`src/rtl/window_sr.sv`:
```
// Parallel-out shift register holding the last DEPTH samples of a stream,
// with clear, parallel load, fill tracking and a registered eviction port.
module window_sr #(
  parameter int WIDTH = 8,
  parameter int DEPTH = 9,
  parameter int CW    = $clog2(DEPTH+1)
) (
  input  logic                   clock,
  input  logic                   reset,
  input  logic                   clear,
  input  logic                   load_en,
  input  logic [WIDTH*DEPTH-1:0] p_in,
  input  logic                   shift_en,
  input  logic [WIDTH-1:0]       shift_in,
  output logic [WIDTH*DEPTH-1:0] p_out,
  output logic [WIDTH-1:0]       shift_out,
  output logic [CW-1:0]          fill_count,
  output logic                   full,
  output logic [WIDTH-1:0]       evict_data,
  output logic                   evict_valid
);

  localparam logic [CW-1:0] DEPTH_C = CW'(DEPTH);

  logic [WIDTH-1:0] stage_q [DEPTH];
  logic [WIDTH-1:0] stage_d [DEPTH];
  logic [CW-1:0]    cnt_q, cnt_d;
  logic             full_q, full_d;
  logic [WIDTH-1:0] ev_data_q, ev_data_d;
  logic             ev_vld_q, ev_vld_d;

  always_comb begin
    stage_d   = stage_q;
    cnt_d     = cnt_q;
    full_d    = full_q;
    ev_data_d = ev_data_q;
    ev_vld_d  = 1'b0;
    priority case (1'b1)
      clear: begin
        for (int i = 0; i < DEPTH; i++)
          stage_d[i] = '0;
        cnt_d  = '0;
        full_d = 1'b0;
      end
      load_en: begin
        for (int i = 0; i < DEPTH; i++)
          stage_d[i] = p_in[i*WIDTH +: WIDTH];
        cnt_d  = DEPTH_C;
        full_d = 1'b1;
      end
      shift_en: begin
        stage_d[0] = shift_in;
        for (int i = 1; i < DEPTH; i++)
          stage_d[i] = stage_q[i-1];
        // Only a full window pushes a real sample out of the last stage
        if (full_q) begin
          ev_data_d = stage_q[DEPTH-1];
          ev_vld_d  = 1'b1;
        end
        if (cnt_q != DEPTH_C)
          cnt_d = cnt_q + CW'(1);
        full_d = (cnt_d == DEPTH_C);
      end
      default: ;
    endcase
  end

  always_ff @(posedge clock or negedge reset) begin
    if (!reset) begin
      for (int i = 0; i < DEPTH; i++)
        stage_q[i] <= '0;
      cnt_q     <= '0;
      full_q    <= 1'b0;
      ev_data_q <= '0;
      ev_vld_q  <= 1'b0;
    end else begin
      for (int i = 0; i < DEPTH; i++)
        stage_q[i] <= stage_d[i];
      cnt_q     <= cnt_d;
      full_q    <= full_d;
      ev_data_q <= ev_data_d;
      ev_vld_q  <= ev_vld_d;
    end
  end

  for (genvar g = 0; g < DEPTH; g++) begin : g_pout
    assign p_out[g*WIDTH +: WIDTH] = stage_q[g];
  end

  assign shift_out   = stage_q[DEPTH-1];
  assign fill_count  = cnt_q;
  assign full        = full_q;
  assign evict_data  = ev_data_q;
  assign evict_valid = ev_vld_q;

endmodule

```
`config.mk`:
```
export PLATFORM = sky130hd
export DESIGN_NAME = window_sr
export DESIGN_NICKNAME = d
export VERILOG_FILES = /design/src/rtl/window_sr.sv
export SDC_FILE = /design/constraint.sdc
export NUM_CORES = 1
export LEC_CHECK = 0
export BUFFER_PORTS_ARGS = -buffer_cell sky130_fd_sc_hd__buf_2
export CORE_UTILIZATION = 51
export DETAILED_ROUTE_END_ITERATION = 6
export PLACE_DENSITY_LB_ADDON = 0.08
export SLEW_MARGIN = 5
export SYNTH_ARGS = -nofsm -noshare
export SYNTH_HDL_FRONTEND = slang
export SYNTH_SLANG_ARGS = --single-unit
```
`constraint.sdc`:
```
create_clock -name clock -period 3.8 [get_ports clock]
set_clock_uncertainty 0.05 [all_clocks]
set_input_delay 1.14 -clock clock [delete_from_list [all_inputs] [get_ports clock]]
set_output_delay 1.14 -clock clock [all_outputs]
set_load 0.01 [all_outputs]
```
Yosys cells after proc, flatten, opt, wreduce, memory -nomap -nowiden
Cells that the tools add are included.
{"block": "op_classes", "n_lt_le_gt_ge": 0, "muxes": 17, "n_mul": 0, "eq_ne": 2, "reduce_logical": 2, "shifts": 0, "addsub": 1, "div_mod_pow": 0, "bitwise_logic": 2}
{"cell": "$mux 72", "n": 3}
{"cell": "$mux 4", "n": 7}
{"cell": "$mux 1", "n": 7}
{"cell": "$add 4x1->4 const B", "n": 1}
{"cell": "$eq 4x4->1 const B", "n": 1}
{"cell": "$ne 4x4->1 const B", "n": 1}
{"cell": "$reduce_and 4->1", "n": 1}
{"cell": "$reduce_bool 3->1", "n": 1}
{"cell": "$not 1->1", "n": 2}
{"block": "word_totals", "out_inout_bits": 94, "rom_bits": 0, "latchBits": 0, "reg_bits": 86, "ram_bits": 0, "elab_cells": 37, "input_bits": 85, "n_memories": 0}

Logic depth before layout (Yosys ltp)
Gate-level depths: netlist of the first run.
{"block": "depth", "word_depth": 9, "mapped_depth": 7, "ltp_nobuf": 6}

Worst setup path before layout of the first run
Ideal clock, no wire load.
{"block": "synth_path", "kind": "input port to flip-flop", "startpoint": "in clear", "endpoint": "reg ev_data_q[0] (netlist: evict_data[0])", "setup_time_ns": 0.125, "n_path_buf": 1, "arrival_ns": 1.975, "required_ns": 3.625, "stages": 3, "slack_ns": 1.650, "path_cell_list": "buf_2 > nor3_4 > mux2_2"}
{"block": "synth_between", "elab_chain_len": 2}
{"item": "from (decl)", "line_no": "10", "text": "input logic clear,"}
{"item": "$not 1->1 (no line)"}
{"item": "$reduce_and 4->1 (no line)"}
{"item": "to (signal assigned)", "line_no": "81", "text": "ev_data_q <= ev_data_d;"}
{"item": "to (decl)", "line_no": "29", "text": "logic [WIDTH-1:0] ev_data_q, ev_data_d;"}
No other way between the ends.
A chain may end at the register's enable or synchronous reset.

Worst setup path in the final report of the first run
{"block": "layout_path", "startpoint": "in load_en", "endpoint": "reg stage_q, in the netlist p_out[34]"}
{"block": "layout_between", "elab_chain_len": 2, "elab_cells_between_ends": 3, "cone_classes": "mux (2); reduce/logical (1)"}
{"item": "from (decl)", "line_no": "11", "text": "input logic load_en,"}
{"item": "$mux 72 (2 in a row)", "line_no": "38", "text": "priority case (1'b1)"}
{"item": "to (signal, indexed assignment)", "line_no": "78", "text": "stage_q[i] <= stage_d[i];"}
{"item": "to (decl)", "line_no": "25", "text": "logic [WIDTH-1:0] stage_q [DEPTH];"}
Several ways; a longest one is shown, not always the timed one.

==> results of run 1 <==
==> path summary, 6_finish.rpt <==
kind | endpoint | slack, ns
worst max register to register | fill_count[1] | 2.14
worst min register to register | evict_data[0] | 0.45
min in group asynchronous | evict_data[4] | 0.72
max in group asynchronous | p_out[46] | 2.33
worst min-delay path | evict_data[0] | 0.45
worst max-delay path | p_out[34] | 1.23
==> placed cells by master (no fill, tap or decap), types with 2 or more instances in the layout <==
cell and n:
clkinvlp_4 2, nand2_1 3, buf_12 2, xnor2_1 2
inv_1 2, clkbuf_8 11, buf_2 175, nor2_1 145
dfrtp_1 86, buf_4 6, ha_1 2, mux2i_1 73
nand2b_1 2, mux2_2 8, a21oi_1 75
==> layout make-up <==
cell class	instances	area [µm²]	area share, %
sequential	86	2150	40.3
inverter	2	7.51	0.140
multi-input combinational	323	1920	35.9
clock buffer	12	155	2.90
clock inverter	3	20.0	0.374
timing repair buffer	183	961	18.0
tap	105	131	2.46
==> cell families (layout without fill, tap and decap cells) <==
| kind of cell | count (synthesis) | after routing | share of synthesized area, % |
|---|---|---|---|
| buf+inv | 44 | 200 | 6.20 |
| simple gates | 156 | 156 | 14.2 |
| compound gates | 81 | 81 | 9.95 |
| mux | 81 | 81 | 18.9 |
| xor+xnor | 3 | 3 | 0.605 |
| flops | 86 | 86 | 49.6 |
| fa+ha+maj | 2 | 2 | 0.576 |
==> synth_stat cells <==
cell,n
xnor2_1,2
buf_1,1
nand4_1,1
buf_2,17
nor3b_1,1
a21boi_2,1
buf_6,5
nand2_1,3
nor3_1,1
o21ai_0,1
buf_4,12
dfrtp_1,86
inv_1,2
o2111ai_1,1
nor2_1,145
mux2_2,8
clkbuf_1,7
mux2i_1,73
nand2b_1,2
a2111oi_2,1
nor3_4,1
nand2_2,1
a21o_1,1
ha_1,2
xor2_1,1
a31o_2,1
nor2b_1,1
a21oi_1,75
==> layer usage <==
layer / vias up / global-route usage [%]
li1: 1823 / -
met2: 111 / 36.1
met3: 10 / 6.15
met4: 0 / 5.13
met1: 1719 / 36.6
met5: - / 0
==> per-stage QoR <==
| step | cells | total power, mW | instance area [µm²] |
|---|---|---|---|
| finish | 714 | 1.98 | 5350 |
| global placement | 699 | 1.41 | 5170 |
| global route | 714 | 2.08 | 5350 |
| detailed placement | 699 | 1.42 | 5170 |
| floorplan | 453 | 1.26 | 4340 |
| CTS | 714 | 1.99 | 5350 |
==> critical path: stages <==
cell and delay, ns:
buf_4 0.85, buf_4 0.41, nor2_1 0.09, a21oi_1 0.12, nor2_1 0.06
==> power by group through the flow <==
stage | registers [mW] | logic [mW] | clock network, mW
5_1_grt | 1.03 | 0.415 | 0.634
4_1_cts | 1.03 | 0.375 | 0.593
2_1_floorplan | 1.06 | 0.200 | 0
3_5_place_dp | 1.04 | 0.374 | 0
6_report | 1.03 | 0.370 | 0.580
3_3_place_gp | 1.04 | 0.367 | 0
==> registers in the layout, summed over array words and instances, names as in the netlist <==
register	cells
full	1
fill_count	4
evict_data	8
evict_valid	1
p_out	64
shift_out	8
==> flow_metrics.env, run 1 <==
export IMPL_clkTransAtPathRegs_ns=0.08
export IMPL_yosys_warnings=0
export IMPL_synth_largest_area_cell="dfrtp_1"
export IMPL_final_core_util_pct=65.1
export IMPL_critPathArrivalTime_ns=2.71
export IMPL_synth_area_leaders="dfrtp_1 (50%), mux2i_1 (17%), nor2_1 (13%)"
export IMPL_root_buffer="clkbuf_8"
export IMPL_ys_seq_elements=86
export IMPL_core_area_um2=8220
export IMPL_tightestPinTransition_ns=1.16
export IMPL_cts_setup_buffers=0
export IMPL_place_hpwl_um=7330
export IMPL_clk_insertion_delay_late_ns=0.34
export IMPL_grt_pass1_vias=3328
export IMPL_worst_setup_path_type="input pin to flip-flop"
export IMPL_pin_count=179
export IMPL_p_int_mw=1.41
export IMPL_rsz0062_at_grt="false"
export IMPL_num_fill_cells=732
export IMPL_io_buffers=178
export IMPL_cts_path_max_buffers=2
export IMPL_routed_wl_um=10600
export IMPL_worstHoldStart="evict_data[0]"
export IMPL_fp_dieH_um=94.3
export IMPL_vias_per_cell=5.13
export IMPL_critPathMaxFanout=123
export IMPL_finalNetCount=692
export IMPL_start_util_pct=52.8
export IMPL_grt_overflow=0
export IMPL_synth_top_area_share_pct=49.6
export IMPL_synth_fp_nets=540
export IMPL_ys_seq_area_share_pct=49.6
export IMPL_place_congestion=0.781
export IMPL_worst_setup_path_start_kind="input pin"
export IMPL_dr_wl_met2_um=4760
export IMPL_rows=33
export IMPL_cp_startpoint="load_en"
export IMPL_areaGrowthSynthToFinish_pct=23.2
export IMPL_hold_slack_ns=0.454
export IMPL_syn_inst=453
export IMPL_cts_made_buffers=9
export IMPL_maxSlewViolCount=0
export IMPL_preCtsSetupSlack_ns=0.866
export IMPL_clock_power_share_pct=29.4
export IMPL_post_cts_resize_count=0
export IMPL_cts_tree="yes"
export IMPL_wl_per_cell_um=14.8
export IMPL_wl_met3_um=694
export IMPL_powerDensity_nw_per_um2=370
export IMPL_finalSetupViolCount=0
export IMPL_combPwrFrac_pct=18.7
export IMPL_cts_sinks=86
export IMPL_h_tree_depth=3
export IMPL_synth_area_um2=4340
export IMPL_slew_headroom_pct=22.4
export IMPL_switchingPower_uw=567
export IMPL_reg2reg_depth=5
export IMPL_fin_crit_sh_pct=67.6
export IMPL_antenna_found_initial=0
export IMPL_grt_max_degree=124
export IMPL_hold_depth=1
export IMPL_remaining_drc_errors=0
export IMPL_yosysUniqueCellTypes=28
export IMPL_hold_class="flip-flop to flip-flop"
export IMPL_p_leak_nw=2.97
export IMPL_max_freq_ghz=0.389
export IMPL_worst_ep_required_time_ns=3.94
export IMPL_drv_cap=0
export IMPL_grt_use_total_pct=24.6
export IMPL_ir_drop_v=0.000223
export IMPL_outcome="finished, final reports clean"
export IMPL_setup_slack_ns=1.23
export IMPL_die_area_um2=8880
export IMPL_layout_drive_gt1_share_pct=34.5
export IMPL_swShare_pct=28.7
export IMPL_cts_hold_buf=0
export IMPL_ant_nets=0
export IMPL_avgSynthCellArea_um2=9.58
export IMPL_dr_max_layer_used="met4"
export IMPL_grt_first_pass_wirelength_um=16800
export IMPL_wl_met1_um=5020
export IMPL_vias=3663
export IMPL_antenna_cells=0
export IMPL_drt_pass1_iterations=4
export IMPL_die_w_um=94.3
export IMPL_endpoint_kind="flip-flop"
export IMPL_period_minus_slack_ns=2.57
export IMPL_drt_iter0_drc=184
export IMPL_r2r_start="fill_count[0]"
export IMPL_sequentialPowerShare_pct=51.9
export IMPL_tns_ns=0
export IMPL_final_hold_viol_count=0
(Power assumes the default switching activity.)
==> run 2, diff against run 1 <==
--- a/config.mk
+++ b/config.mk
@@ -6,7 +6,7 @@
 export NUM_CORES = 1
 export LEC_CHECK = 0
 export BUFFER_PORTS_ARGS = -buffer_cell sky130_fd_sc_hd__buf_2
-export CORE_UTILIZATION = 51
+export CORE_UTILIZATION = 44
 export DETAILED_ROUTE_END_ITERATION = 6
 export PLACE_DENSITY_LB_ADDON = 0.08
 export SLEW_MARGIN = 5
==> constraint.sdc (replaced) <==
create_clock -name clock -period 2.1 [get_ports clock]
set_clock_uncertainty 0.05 [all_clocks]
set_input_delay 0.63 -clock clock [delete_from_list [all_inputs] [get_ports clock]]
set_output_delay 0.63 -clock clock [all_outputs]
set_load 0.01 [all_outputs]
==> flow_metrics.env, run 2 (synthesis results as in run 1) <==
export IMPL_start_util_pct=46.1
export IMPL_ant_nets=0
export IMPL_die_w_um=101
export IMPL_worst_ep_required_time_ns=1.42
export IMPL_drv_cap=0
export IMPL_place_congestion=0.805
export IMPL_fp_dieH_um=101
export IMPL_swShare_pct=29.0
export IMPL_grt_max_degree=87
export IMPL_grt_first_pass_wirelength_um=17500
export IMPL_p_int_mw=2.60
export IMPL_cts_hold_buf=0
export IMPL_hold_slack_ns=0.258
export IMPL_tightestPinTransition_ns=0.491
export IMPL_endpoint_kind="output pin"
export IMPL_finalSetupViolCount=0
export IMPL_worst_setup_path_start_kind="flip-flop"
export IMPL_combPwrFrac_pct=18.7
export IMPL_finalNetCount=697
export IMPL_hold_class="input pin to async pin"
export IMPL_clock_power_share_pct=30.6
export IMPL_setup_slack_ns=0.419
export IMPL_grt_overflow=0
export IMPL_sequentialPowerShare_pct=50.7
export IMPL_grt_use_total_pct=22.2
export IMPL_cts_setup_buffers=0
export IMPL_cts_sinks=86
export IMPL_fin_crit_sh_pct=80.1
export IMPL_wl_per_cell_um=15.1
export IMPL_drt_pass1_iterations=5
export IMPL_worst_setup_path_type="flip-flop to output pin"
export IMPL_io_buffers=178
export IMPL_p_leak_nw=3.01
export IMPL_slew_headroom_pct=67.2
export IMPL_crit_chain="buf_2"
export IMPL_maxSlewViolCount=0
export IMPL_post_cts_resize_count=0
export IMPL_num_fill_cells=904
export IMPL_critPathMaxFanout=6
export IMPL_cp_num_buf_inv=1
export IMPL_drt_iter0_drc=170
export IMPL_vias_per_cell=5.02
export IMPL_regArea_um2=2150
export IMPL_preCtsSetupSlack_ns=0.245
export IMPL_critical_path_slowest_cell="dfrtp_1"
export IMPL_place_inst=728
export IMPL_max_freq_ghz=0.595
export IMPL_rows=35
export IMPL_core_area_um2=9420
export IMPL_clk_insertion_delay_late_ns=0.34
export IMPL_switchingPower_mw=1.06
export IMPL_crit_family="flip-flops"
export IMPL_cts_path_max_buffers=2
export IMPL_outcome="finished, final reports clean"
export IMPL_vias=3735
export IMPL_critPathArrivalTime_ns=1.00
export IMPL_grt_pass1_vias=3354
export IMPL_areaGrowthSynthToFinish_pct=25.8
export IMPL_cts_made_buffers=9
export IMPL_routed_wl_um=11300
export IMPL_rsz0062_at_grt="false"
export IMPL_h_tree_depth=3
export IMPL_remaining_drc_errors=0
export IMPL_layout_common_cells="buf_2 (175), nor2_1 (145), dfrtp_1 (86)"
export IMPL_powerDensity_nw_per_um2=672
export IMPL_die_area_um2=10300
export IMPL_period_minus_slack_ns=1.68
export IMPL_multi_input_area_um2=1920
export IMPL_root_buffer="clkbuf_8"
export IMPL_tns_ns=0
export IMPL_final_common_cell="buf_2"
export IMPL_antenna_cells=0
export IMPL_slowest_delay_ns=0.47
export IMPL_final_instance_count_excl_fill=744
export IMPL_final_hold_viol_count=0
export IMPL_antenna_found_initial=0
export IMPL_largest_reg_flops=64
export IMPL_place_hpwl_um=7740
export IMPL_cts_tree="yes"
export IMPL_clkTransAtPathRegs_ns=0.09
export IMPL_layout_drive_gt1_share_pct=35.3
export IMPL_ir_drop_v=0.000325
export IMPL_pin_count=179
-- run 2: cell types whose count changed in the layout (fill, tap and decap cells not counted), sizes merged --
cell      change
clkinvlp      -1
clkinv        +2
buf           +5
-- run 2: worst paths after layout --
path                               start             to  slack, ns  cells past startpoint
max reg2reg                fill_count[0]  fill_count[1]       0.46                      5
max                        fill_count[0]  fill_count[0]       0.42                      1
max in group asynchronous          reset      p_out[32]       1.37                      2
min                                reset  evict_data[5]       0.26                      2
min in group clock         evict_data[0]  evict_data[0]       0.46                      1
min reg2reg                evict_data[0]  evict_data[0]       0.46                      1
-- run 2: through the flow --
step	total power, mW	util [%]	area, µm²
after floorplan	2.28	-	4340
after global placement	2.57	55.9	5260
after detailed placement	2.58	55.9	5260
after CTS	3.71	58.0	5460
after global routing	3.87	58.0	5460
final	3.67	58.0	5460
-- run 2: power groups by stage --
stage	combinational, mW	sequential, mW	clock [mW]
6_report	0.685	1.86	1.12
5_1_grt	0.766	1.87	1.23
4_1_cts	0.695	1.86	1.16
3_5_place_dp	0.691	1.89	0
3_3_place_gp	0.685	1.89	0
2_1_floorplan	0.362	1.92	0
-- run 2: area by class of cell --
type / count / area share [%]
clock buffer: 12 / 3.03
clock inverter: 4 / 0.550
inverter: 2 / 0.138
multi-input combinational: 323 / 35.2
sequential: 86 / 39.4
tap: 129 / 2.96
timing repair buffer: 188 / 18.7
-- run 2: layer usage --
layer / wire, µm / vias up / GRT usage, %
li1: - / 1830 / -
met1: 5190 / 1785 / 32.2
met2: 5220 / 113 / 34.1
met3: 741 / 7 / 4.35
met4: 96 / 0 / 6.02
met5: 0 / - / 0
==> run 3, diff against run 2 <==
--- a/config.mk
+++ b/config.mk
@@ -5,8 +5,9 @@
 export SDC_FILE = /design/constraint.sdc
 export NUM_CORES = 1
 export LEC_CHECK = 0
+export ABC_AREA = 1
 export BUFFER_PORTS_ARGS = -buffer_cell sky130_fd_sc_hd__buf_2
-export CORE_UTILIZATION = 44
+export CORE_UTILIZATION = 47
 export DETAILED_ROUTE_END_ITERATION = 6
 export PLACE_DENSITY_LB_ADDON = 0.08
 export SLEW_MARGIN = 5
==> constraint.sdc (replaced) <==
create_clock -name clock -period 1.8 [get_ports clock]
set_clock_uncertainty 0.05 [all_clocks]
set_input_delay 0.54 -clock clock [delete_from_list [all_inputs] [get_ports clock]]
set_output_delay 0.54 -clock clock [all_outputs]
set_load 0.01 [all_outputs]
==> flow_metrics.env, run 3 <==
export IMPL_outcome="finished, final reports clean"
export IMPL_layout_drive_gt1_share_pct=36.6
export IMPL_synth_compound_area_share_pct=12.2
export IMPL_ys_seq_elements=86
export IMPL_yosysUniqueCellTypes=20
export IMPL_final_hold_viol_count=0
export IMPL_die_w_um=94.9
export IMPL_root_buffer="clkbuf_8"
export IMPL_cp_num_buf_inv=1
export IMPL_critPathMaxFanout=7
export IMPL_cts_setup_buffers=0
export IMPL_grt_busiest_layer="met2"
export IMPL_p_leak_nw=2.79
export IMPL_remaining_drc_errors=0
export IMPL_vias_per_cell=5.10
export IMPL_synth_largest_area_cell="dfrtp_1"
export IMPL_endpoint_kind="output pin"
export IMPL_grt_overflow=0
export IMPL_preCtsSetupSlack_ns=0.000595
export IMPL_die_area_um2=9000
export IMPL_syn_inst=403
export IMPL_maxSlewViolCount=0
export IMPL_antenna_cells=0
export IMPL_grt_first_pass_wirelength_um=15300
export IMPL_ir_drop_v=0.000366
export IMPL_max_freq_ghz=0.624
export IMPL_slowest_delay_ns=0.49
export IMPL_drv_cap=0
export IMPL_met1_usage_pct=29.7
export IMPL_antenna_found_initial=0
export IMPL_place_congestion=0.806
export IMPL_num_fill_cells=763
export IMPL_layout_common_cells="buf_2 (176), dfrtp_1 (86), nand2_1 (84)"
export IMPL_largest_reg_flops=64
export IMPL_synthArstFlopShare_pct=100
export IMPL_clkTransAtPathRegs_ns=0.09
export IMPL_ant_nets=0
export IMPL_synth_area_leaders="dfrtp_1 (53%), mux2i_1 (16%), nand2_1 (7.8%)"
export IMPL_grt_max_degree=87
export IMPL_grt_use_total_pct=22.4
export IMPL_vias=3455
export IMPL_io_buffers=178
export IMPL_finalNetCount=655
export IMPL_areaGrowthSynthToFinish_pct=27.0
export IMPL_pin_count=179
export IMPL_yosys_area_share_simple_pct=9.79
export IMPL_place_hpwl_um=7010
export IMPL_cts_tree="yes"
export IMPL_synth_edf_count=0
export IMPL_cts_sinks=86
export IMPL_h_tree_depth=3
export IMPL_synthAdderAreaFrac_pct=0.617
export IMPL_place_inst=662
export IMPL_powerDensity_nw_per_um2=829
export IMPL_crit_chain="buf_2"
export IMPL_start_util_pct=48.8
export IMPL_drt_pass1_iterations=5
export IMPL_final_common_cell="buf_2"
export IMPL_setup_slack_ns=0.196
export IMPL_critical_path_slowest_cell="dfrtp_1"
export IMPL_cts_made_buffers=9
export IMPL_drt_iter0_drc=146
export IMPL_use_met2_pct=35.7
export IMPL_synth_fp_nets=490
export IMPL_rows=33
export IMPL_p_total_mw=4.26
export IMPL_routed_wl_um=9870
export IMPL_tightestPinTransition_ns=0.486
export IMPL_period_minus_slack_ns=1.60
export IMPL_finalSetupViolCount=0
export IMPL_synth_area_um2=4050
export IMPL_critPathArrivalTime_ns=1.01
export IMPL_final_instance_count_excl_fill=678
export IMPL_worst_setup_path_start_kind="flip-flop"
export IMPL_fp_dieH_um=94.9
export IMPL_cts_path_max_buffers=2
export IMPL_post_cts_resize_count=0
export IMPL_fin_crit_sh_pct=89.1
export IMPL_hold_slack_ns=0.175
export IMPL_synth_mux_area_share_pct=15.6
export IMPL_tns_ns=0
export IMPL_rsz0062_at_grt="false"
export IMPL_regArea_um2=2150
export IMPL_multi_input_area_um2=1550
export IMPL_grt_met3_usage_pct=5.48
export IMPL_grt_pass1_vias=3154
export IMPL_slew_headroom_pct=67.6
export IMPL_worst_setup_path_type="flip-flop to output pin"
export IMPL_synth_top_family_by_area="multiplexers"
export IMPL_hold_class="input pin to async pin"
export IMPL_synthTopCellsByCount="dfrtp_1 (86), nand2_1 (84), mux2i_1 (63), o21ai_1 (54), inv_1 (24)"
export IMPL_synth_most_common_cell="dfrtp_1"
export IMPL_core_area_um2=8300
export IMPL_clk_insertion_delay_late_ns=0.35
export IMPL_crit_family="flip-flops"
export IMPL_yosys_warnings=0
export IMPL_ys_seq_area_share_pct=53.1
export IMPL_wl_per_cell_um=14.6
export IMPL_synth_xor_area_share_pct=0
export IMPL_synth_top_flop_cell="dfrtp_1"
export IMPL_cts_hold_buf=0
export IMPL_synth_top_area_share_pct=53.1
export IMPL_avgSynthCellArea_um2=10.1
export IMPL_worst_ep_required_time_ns=1.21
run 3: power by group:
| part | total (mW) | internal (mW) | switching, mW |
|---|---|---|---|
| Sequential | 2.21 | 2.09 | 0.119 |
| Clock | 1.25 | 0.543 | 0.709 |
| Combinational | 0.804 | 0.360 | 0.444 |
run 3: cell families after synthesis:
| logic type | after synthesis |
|---|---|
| AO/OA/AOI/OAI | 94 |
| adder cells (fa/ha/maj) | 2 |
| buffers and inverters | 61 |
| flip-flops | 86 |
| multiplexers | 63 |
| AND/OR/NAND/NOR | 97 |
run 3: area by class of cell:
class / count / area share [%]
Clock inverter: 6 / 0.900
Multi-Input combinational cell: 256 / 30.1
Sequential cell: 86 / 41.8
Timing Repair Buffer: 187 / 19.9
Tap cell: 105 / 2.55
Inverter: 28 / 2.04
Clock buffer: 10 / 2.68
run 3: metrics by stage:
stage | utilization, % | instance area [µm²]
floorplan | - | 4050
finish | 62.0 | 5140
global placement | 59.8 | 4960
global route | 62.0 | 5140
detailed placement | 59.8 | 4960
CTS | 62.0 | 5140
run 3: final timing paths:
path / start / endpoint / slack (ns) / cells after the start
setup / recovery: fill_count[0] / fill_count[0] / 0.20 / 1
hold / removal: reset / fill_count[3] / 0.18 / 2
setup reg to reg: fill_count[0] / full / 0.37 / 7
hold reg to reg: evict_data[7] / evict_data[7] / 0.43 / 2
max in group asynchronous: reset / p_out[29] / 1.20 / 2
min in group clock: p_in[45] / p_out[45] / 0.42 / 3
run 3: metal layers:
layer / vias to the layer above / share of wire [%] / routed length [µm]
li1: 1684 / - / -
met1: 1628 / 43 / 4290
met2: 133 / 48 / 4740
met3: 10 / 6.9 / 683
met4: 0 / 1.6 / 157
met5: - / 0 / 0
